==> src/rtl/mem_stage.sv <==
// Memory-access stage between the execute ALU and writeback. It issues loads and stores over a req/gnt/rvalid
// data-memory port with byte-lane alignment, load extension and a bus timeout. Other instructions pass through.
module mem_stage #(
    parameter int ADDR_W         = 32,
    parameter int TIMEOUT_CYCLES = 255
) (
    input  logic              clk,
    input  logic              reset,
    input  logic              in_valid,
    output logic              in_ready,
    input  logic [31:0]       alu_out,
    input  logic [31:0]       store_data,
    input  logic              mem_read,
    input  logic              mem_write,
    input  logic [2:0]        funct3,
    input  logic [4:0]        rd,
    input  logic              reg_write,
    output logic              dmem_req,
    output logic              dmem_we,
    output logic [ADDR_W-1:0] dmem_addr,
    output logic [31:0]       dmem_wdata,
    output logic [3:0]        dmem_wstrb,
    input  logic              dmem_gnt,
    input  logic              dmem_rvalid,
    input  logic [31:0]       dmem_rdata,
    output logic              wb_valid,
    output logic [31:0]       wb_data,
    output logic [4:0]        wb_rd,
    output logic              wb_reg_write,
    output logic              mem_fault,
    output logic [1:0]        state_dbg
);

    // Handshake: an instruction transfers on a cycle where in_valid && in_ready; in_ready is high only in IDLE,
    // dmem_req stays high until the cycle dmem_gnt is seen, and wb_valid is a single-cycle completion pulse.
    typedef enum logic [1:0] {
        IDLE = 2'd0,
        REQ  = 2'd1,
        RESP = 2'd2
    } state_t;

    localparam int CNT_W = (TIMEOUT_CYCLES > 2) ? $clog2(TIMEOUT_CYCLES) : 1;
    localparam logic [CNT_W-1:0] TMO_LAST = CNT_W'((TIMEOUT_CYCLES > 0) ? TIMEOUT_CYCLES - 1 : 0);

    state_t           state;
    logic [CNT_W-1:0] tmo_cnt;
    logic             op_load;
    logic [2:0]       op_f3;
    logic [31:0]      op_addr;
    logic [4:0]       op_rd;
    logic             op_rw;

    logic        accept;
    logic        is_mem;
    logic        f3_ok;
    logic        misalign;
    logic        illegal;
    logic        tmo_hit;
    logic [31:0] st_wdata;
    logic [3:0]  st_wstrb;
    logic [7:0]  ld_byte;
    logic [15:0] ld_half;
    logic [31:0] ld_data;

    assign in_ready  = (state == IDLE);
    assign state_dbg = state;
    assign accept    = in_valid && in_ready;
    assign is_mem    = mem_read || mem_write;
    assign tmo_hit   = (TIMEOUT_CYCLES != 0) && (tmo_cnt == TMO_LAST);

    always_comb begin
        f3_ok = 1'b0;
        if (mem_read && !mem_write)
            f3_ok = (funct3 == 3'b000) || (funct3 == 3'b001) || (funct3 == 3'b010) ||
                    (funct3 == 3'b100) || (funct3 == 3'b101);
        else if (mem_write && !mem_read)
            f3_ok = (funct3 == 3'b000) || (funct3 == 3'b001) || (funct3 == 3'b010);
        // funct3[1:0] encodes the access size for both loads and stores
        misalign = ((funct3[1:0] == 2'b01) && alu_out[0]) ||
                   ((funct3[1:0] == 2'b10) && (alu_out[1:0] != 2'b00));
        illegal  = (mem_read && mem_write) || !f3_ok || misalign;
    end

    always_comb begin
        st_wdata = store_data;
        st_wstrb = 4'b1111;
        case (funct3[1:0])
            2'b00: begin
                st_wdata = {4{store_data[7:0]}};
                st_wstrb = 4'b0001 << alu_out[1:0];
            end
            2'b01: begin
                st_wdata = {2{store_data[15:0]}};
                st_wstrb = 4'b0011 << alu_out[1:0];
            end
            default: begin
                st_wdata = store_data;
                st_wstrb = 4'b1111;
            end
        endcase
    end

    always_comb begin
        case (op_addr[1:0])
            2'b00:   ld_byte = dmem_rdata[7:0];
            2'b01:   ld_byte = dmem_rdata[15:8];
            2'b10:   ld_byte = dmem_rdata[23:16];
            default: ld_byte = dmem_rdata[31:24];
        endcase
        ld_half = op_addr[1] ? dmem_rdata[31:16] : dmem_rdata[15:0];
        case (op_f3)
            3'b000:  ld_data = {{24{ld_byte[7]}}, ld_byte};
            3'b100:  ld_data = {24'd0, ld_byte};
            3'b001:  ld_data = {{16{ld_half[15]}}, ld_half};
            3'b101:  ld_data = {16'd0, ld_half};
            default: ld_data = dmem_rdata;
        endcase
    end

    always_ff @(posedge clk) begin
        if (reset) begin
            state        <= IDLE;
            tmo_cnt      <= '0;
            op_load      <= 1'b0;
            op_f3        <= 3'd0;
            op_addr      <= 32'd0;
            op_rd        <= 5'd0;
            op_rw        <= 1'b0;
            dmem_req     <= 1'b0;
            dmem_we      <= 1'b0;
            dmem_addr    <= '0;
            dmem_wdata   <= 32'd0;
            dmem_wstrb   <= 4'd0;
            wb_valid     <= 1'b0;
            wb_data      <= 32'd0;
            wb_rd        <= 5'd0;
            wb_reg_write <= 1'b0;
            mem_fault    <= 1'b0;
        end else begin
            wb_valid  <= 1'b0;
            mem_fault <= 1'b0;
            tmo_cnt   <= tmo_cnt + 1'b1;
            case (state)
                IDLE: begin
                    if (accept) begin
                        op_load <= mem_read;
                        op_f3   <= funct3;
                        op_addr <= alu_out;
                        op_rd   <= rd;
                        op_rw   <= reg_write;
                        if (!is_mem) begin
                            wb_valid     <= 1'b1;
                            wb_data      <= alu_out;
                            wb_rd        <= rd;
                            wb_reg_write <= reg_write;
                        end else if (illegal) begin
                            wb_valid     <= 1'b1;
                            mem_fault    <= 1'b1;
                            wb_data      <= alu_out;
                            wb_rd        <= rd;
                            wb_reg_write <= 1'b0;
                        end else begin
                            state      <= REQ;
                            tmo_cnt    <= '0;
                            dmem_req   <= 1'b1;
                            dmem_we    <= mem_write;
                            dmem_addr  <= {alu_out[ADDR_W-1:2], 2'b00};
                            dmem_wdata <= st_wdata;
                            dmem_wstrb <= mem_write ? st_wstrb : 4'd0;
                        end
                    end
                end
                REQ: begin
                    if (dmem_gnt) begin
                        dmem_req   <= 1'b0;
                        dmem_we    <= 1'b0;
                        dmem_wstrb <= 4'd0;
                        if (op_load) begin
                            state   <= RESP;
                            tmo_cnt <= '0;
                        end else begin
                            state        <= IDLE;
                            wb_valid     <= 1'b1;
                            wb_data      <= op_addr;
                            wb_rd        <= op_rd;
                            wb_reg_write <= 1'b0;
                        end
                    end else if (tmo_hit) begin
                        state        <= IDLE;
                        dmem_req     <= 1'b0;
                        dmem_we      <= 1'b0;
                        dmem_wstrb   <= 4'd0;
                        wb_valid     <= 1'b1;
                        mem_fault    <= 1'b1;
                        wb_data      <= op_addr;
                        wb_rd        <= op_rd;
                        wb_reg_write <= 1'b0;
                    end
                end
                RESP: begin
                    // A response arriving on the timeout cycle still completes the load normally
                    if (dmem_rvalid) begin
                        state        <= IDLE;
                        wb_valid     <= 1'b1;
                        wb_data      <= ld_data;
                        wb_rd        <= op_rd;
                        wb_reg_write <= op_rw;
                    end else if (tmo_hit) begin
                        state        <= IDLE;
                        wb_valid     <= 1'b1;
                        mem_fault    <= 1'b1;
                        wb_data      <= op_addr;
                        wb_rd        <= op_rd;
                        wb_reg_write <= 1'b0;
                    end
                end
                default: state <= IDLE;
            endcase
        end
    end

endmodule

==> config.mk <==
export PLATFORM = sky130hd
export DESIGN_NAME = mem_stage
export DESIGN_NICKNAME = d
export VERILOG_FILES = /design/src/rtl/mem_stage.sv
export SDC_FILE = /design/constraint.sdc
export NUM_CORES = 1
export LEC_CHECK = 0
export CORE_MARGIN = 2
export CORE_UTILIZATION = 53
export CTS_BUF_LIST = sky130_fd_sc_hd__clkbuf_4 sky130_fd_sc_hd__clkbuf_8
export DETAILED_ROUTE_END_ITERATION = 8
export GPL_TIMING_DRIVEN = 0
export PLACE_DENSITY = 0.95
export SLEW_MARGIN = 20
export SYNTH_ARGS = -nofsm -noshare
export SYNTH_HDL_FRONTEND = slang
export SYNTH_SLANG_ARGS = --single-unit
==> constraint.sdc <==
create_clock -name clk -period 4 [get_ports clk]
set_clock_uncertainty 0.05 [all_clocks]
set_input_delay 0.8 -clock clk [delete_from_list [all_inputs] [get_ports clk]]
set_output_delay 0.8 -clock clk [all_outputs]
set_load 0.02 [all_outputs]
==> results.py <==
metrics = {
    "finish": {
        "syn_to_final_growth_pct": 37.7,
        "drive_gt1_share_pct": 4.95,
        "nFillCells": 1069,
        "diodes": 0,
        "nets": 1357,
    },
    "critical_path": {
        "path_class": "in -> reg",
        "cp-startpoint": "alu_out[0]",
        "crit_path_max_incr_delay_ps": 700,
        "required_ps": 4340,
        "reg2reg_from": "state_dbg[0]",
        "critPathCaptureType": "register",
        "start_kind": "input pin",
        "regToRegSetupSlack_ps": 1040,
        "arrival_ps": 3610,
        "r2r_cells": 9,
        "rr_endpoint": "dmem_addr[25]",
        "crit_chain": "clkdlybuf4s50_1 -> a21oi_2 -> o221ai_1 -> clkbuf_1 -> buf_1 -> nand2_1 -> a21oi_1",
        "crit_fanout": 10,
        "slowest_stage": "clkdlybuf4s50_1",
    },
    "grt": {
        "grt_use_total_pct": 34.7,
        "antenna_found_initial": 0,
        "grt_first_pass_wirelength_um": 43200,
        "grt.overflow.total": 0,
        "grt_max_degree": 17,
        "first_global_vias": 8352,
    },
    "clock_tree": {
        "cts.sinks": 160,
        "clk_pin_slew_ps": 90,
        "hold_buffers": 0,
        "post_cts_resize_count": 0,
        "cts.path.max_buffers": 2,
        "cts_buffers": 17,
        "cts_setup_buffers": 0,
        "cts_tree": "done",
        "h-tree-depth": 4,
        "insertion_delay_ps": 460,
        "root_buffer": "clkbuf_8",
    },
    "die": {
        "num_rows": 44,
        "fp.coreArea_um2": 14400,
        "boundaryPins": 225,
        "die_area_um2": 15500,
        "fp.dieW_um": 125,
        "die_h_um": 125,
        "start_util_pct": 53.7,
    },
    "sta": {
        "worst_slew_pin_slew_ps": 840,
        "max_freq_mhz": 306,
        "slew_headroom_pct": 43.9,
        "period_share_pct": 81.8,
        "fin_ws_ps": 730,
        "slew_violations": 0,
        "period_needed_ps": 3270,
        "whs_ps": 410,
        "rsz0062_at_grt": "no",
        "setup_tns_ps": 0,
        "hold_viol": 0,
        "setup_viol": 0,
    },
    "logic_synthesis": {
        "ys.flop_type": "dfxtp_1",
        "ys_warn_count": 0,
        "yosysUniqueCellTypes": 60,
        "syn_inst": 998,
        "ys_ff_latch": 160,
        "synth-edff-count": 0,
        "async_reset_ff_share_pct": 0,
        "avgSynthCellArea_um2": 7.73,
        "ys_seq_area_share_pct": 41.5,
        "synth_area_um2": 7710,
    },
    "hold_path": {
        "worstHoldStart": "dmem_wdata[25]",
        "min_path_type": "reg -> reg",
        "min_delay_path_depth": 2,
        "min_to": "dmem_wdata[25]",
    },
    "drt": {
        "drt_first_pass_iters": 6,
        "avgRoutedWirePerCell_um": 19.3,
        "postRouteAntennaNets": 0,
        "drt-total-wl_um": 27700,
        "vias": 8666,
        "initialDrtViolationCount": 1156,
        "drc": 0,
        "vias_per_cell": 6.03,
    },
    "run": {
        "maxCapViolCount": 0,
    },
    "pwr": {
        "power.density_nw_per_um2": 364,
        "p_leak_nw": 3.82,
        "ir_worst_vdd_mv": 0.233,
    },
    "placement": {
        "dp_hpwl_um": 20600,
        "port_buffers": 221,
        "place_congestion": 0.962,
        "post-place-ws_ps": 274,
    },
    "outcome": {
        "status": "finished, final reports clean",
    },
}
-- flip-flops by register name, summed over array words and instances (netlist names), 2 cells and up --
signal      flops
dmem_wdata     32
op_addr        32
wb_data        32
dmem_addr      30
tmo_cnt         8
op_rd           5
wb_rd           5
dmem_wstrb      4
op_f3           3
state_dbg       2
-- power breakdown --
part	internal, mW	leakage (nW)	switching (mW)	total, mW
combinational	0.330	2.28	0.410	0.740
clock	0.760	0.228	0.632	1.39
sequential	1.68	1.31	0.0601	1.74
total	2.77	3.82	1.10	3.87
-- cell type report --
type	count	area [um^2]	area share (%)
Multi-Input combinational cell	748	4140	39.0
Sequential cell	160	3200	30.2
Timing Repair Buffer	221	2210	20.8
Buffer	81	337	3.17
Clock buffer	19	249	2.34
Tap cell	184	230	2.17
Clock inverter	13	210	1.98
Inverter	10	37.5	0.353
-- kinds of logic after synthesis --
kind of cell    after synthesis  synth area share [%]
simple gates                419                  23.4
mux                          28                  3.93
compound gates              287                  24.6
flops                       160                  41.5
fa+ha+maj                     6                 0.973
xor+xnor                      6                 0.681
other cells                   1                0.0486
buf+inv                      91                  4.85
-- cells in the mapped netlist, drive strengths merged (3+ instances only) --
cell	count	area [um^2]
nand2	235	882
dfxtp	160	3200
a21oi	108	544
nor2	96	363
clkbuf	64	240
o21ai	34	170
o31ai	30	225
a21o	26	195
nand2b	25	156
a221oi	24	210
mux2i	19	190
nor2b	18	113
buf	17	96.3
a211oi	11	87.6
a311oi	10	87.6
inv	10	37.5
nor3	10	50.1
mux2	8	90.1
nor3b	8	60.1
a2bb2oi	7	61.3
a2111oi	6	52.6
a31oi	6	37.5
ha	6	75.1
nand3	6	30.0
nand4	6	37.5
xor2	5	43.8
a22o	4	35.0
a22oi	3	27.5
and3	3	18.8
nor4b	3	26.3
o221ai	3	26.3
or2	3	18.8
-- placed cells by master, fill, tap and decap left out, drive strengths merged, types with 7 or more instances in the layout --
cell and count:
nand2 235, inv 12, clkbuf 83, clkdlybuf4s50 221, nor2b 18, mux2 8
a21o 26, a311oi 10, o31ai 30, nor2 96, o21ai 34, nand2b 25
buf 17, nor3b 8, a211oi 11, dfxtp 160, a221oi 24, a2bb2oi 7
nor3 10, a21oi 108, mux2i 19
-- layer usage --
layer / vias up / part of all wire [%] / global-route usage [%]
met5: - / 0 / 0
met4: 0 / 4.1 / 16.4
met3: 93 / 11 / 9.36
met2: 570 / 47 / 57.9
met1: 4042 / 37 / 41.5
li1: 3961 / - / -
-- how the worst max path moves through the flow --
stage | slack [ps] | cells after the start | endpoint
floorplan | 1540 | 7 | dmem_addr[21]
global placement | 350 | 7 | dmem_addr[21]
detailed placement | 270 | 7 | dmem_addr[25]
CTS | 760 | 7 | dmem_addr[25]
global route | 580 | 7 | dmem_addr[25]
finish | 730 | 7 | dmem_addr[25]
-- per-stage QoR --
stage | area (um^2) | std cells | util (%) | power [mW]
after floorplan | 7720 | 999 | - | 2.13
after global placement | 10200 | 1404 | 70.7 | 2.47
after detailed placement | 10200 | 1404 | 70.7 | 2.49
after CTS | 10600 | 1436 | 73.9 | 3.85
after global routing | 10600 | 1436 | 73.9 | 3.98
final | 10600 | 1436 | 73.9 | 3.87
-- worst max-delay path, delay by kind of cell --
| family | cells | cell delay [ps] |
|---|---|---|
| buf+inv | 3 | 1670 |
| compound gates | 3 | 1010 |
| simple gates | 1 | 120 |
Note: power is estimated with default switching activity, not from simulation.
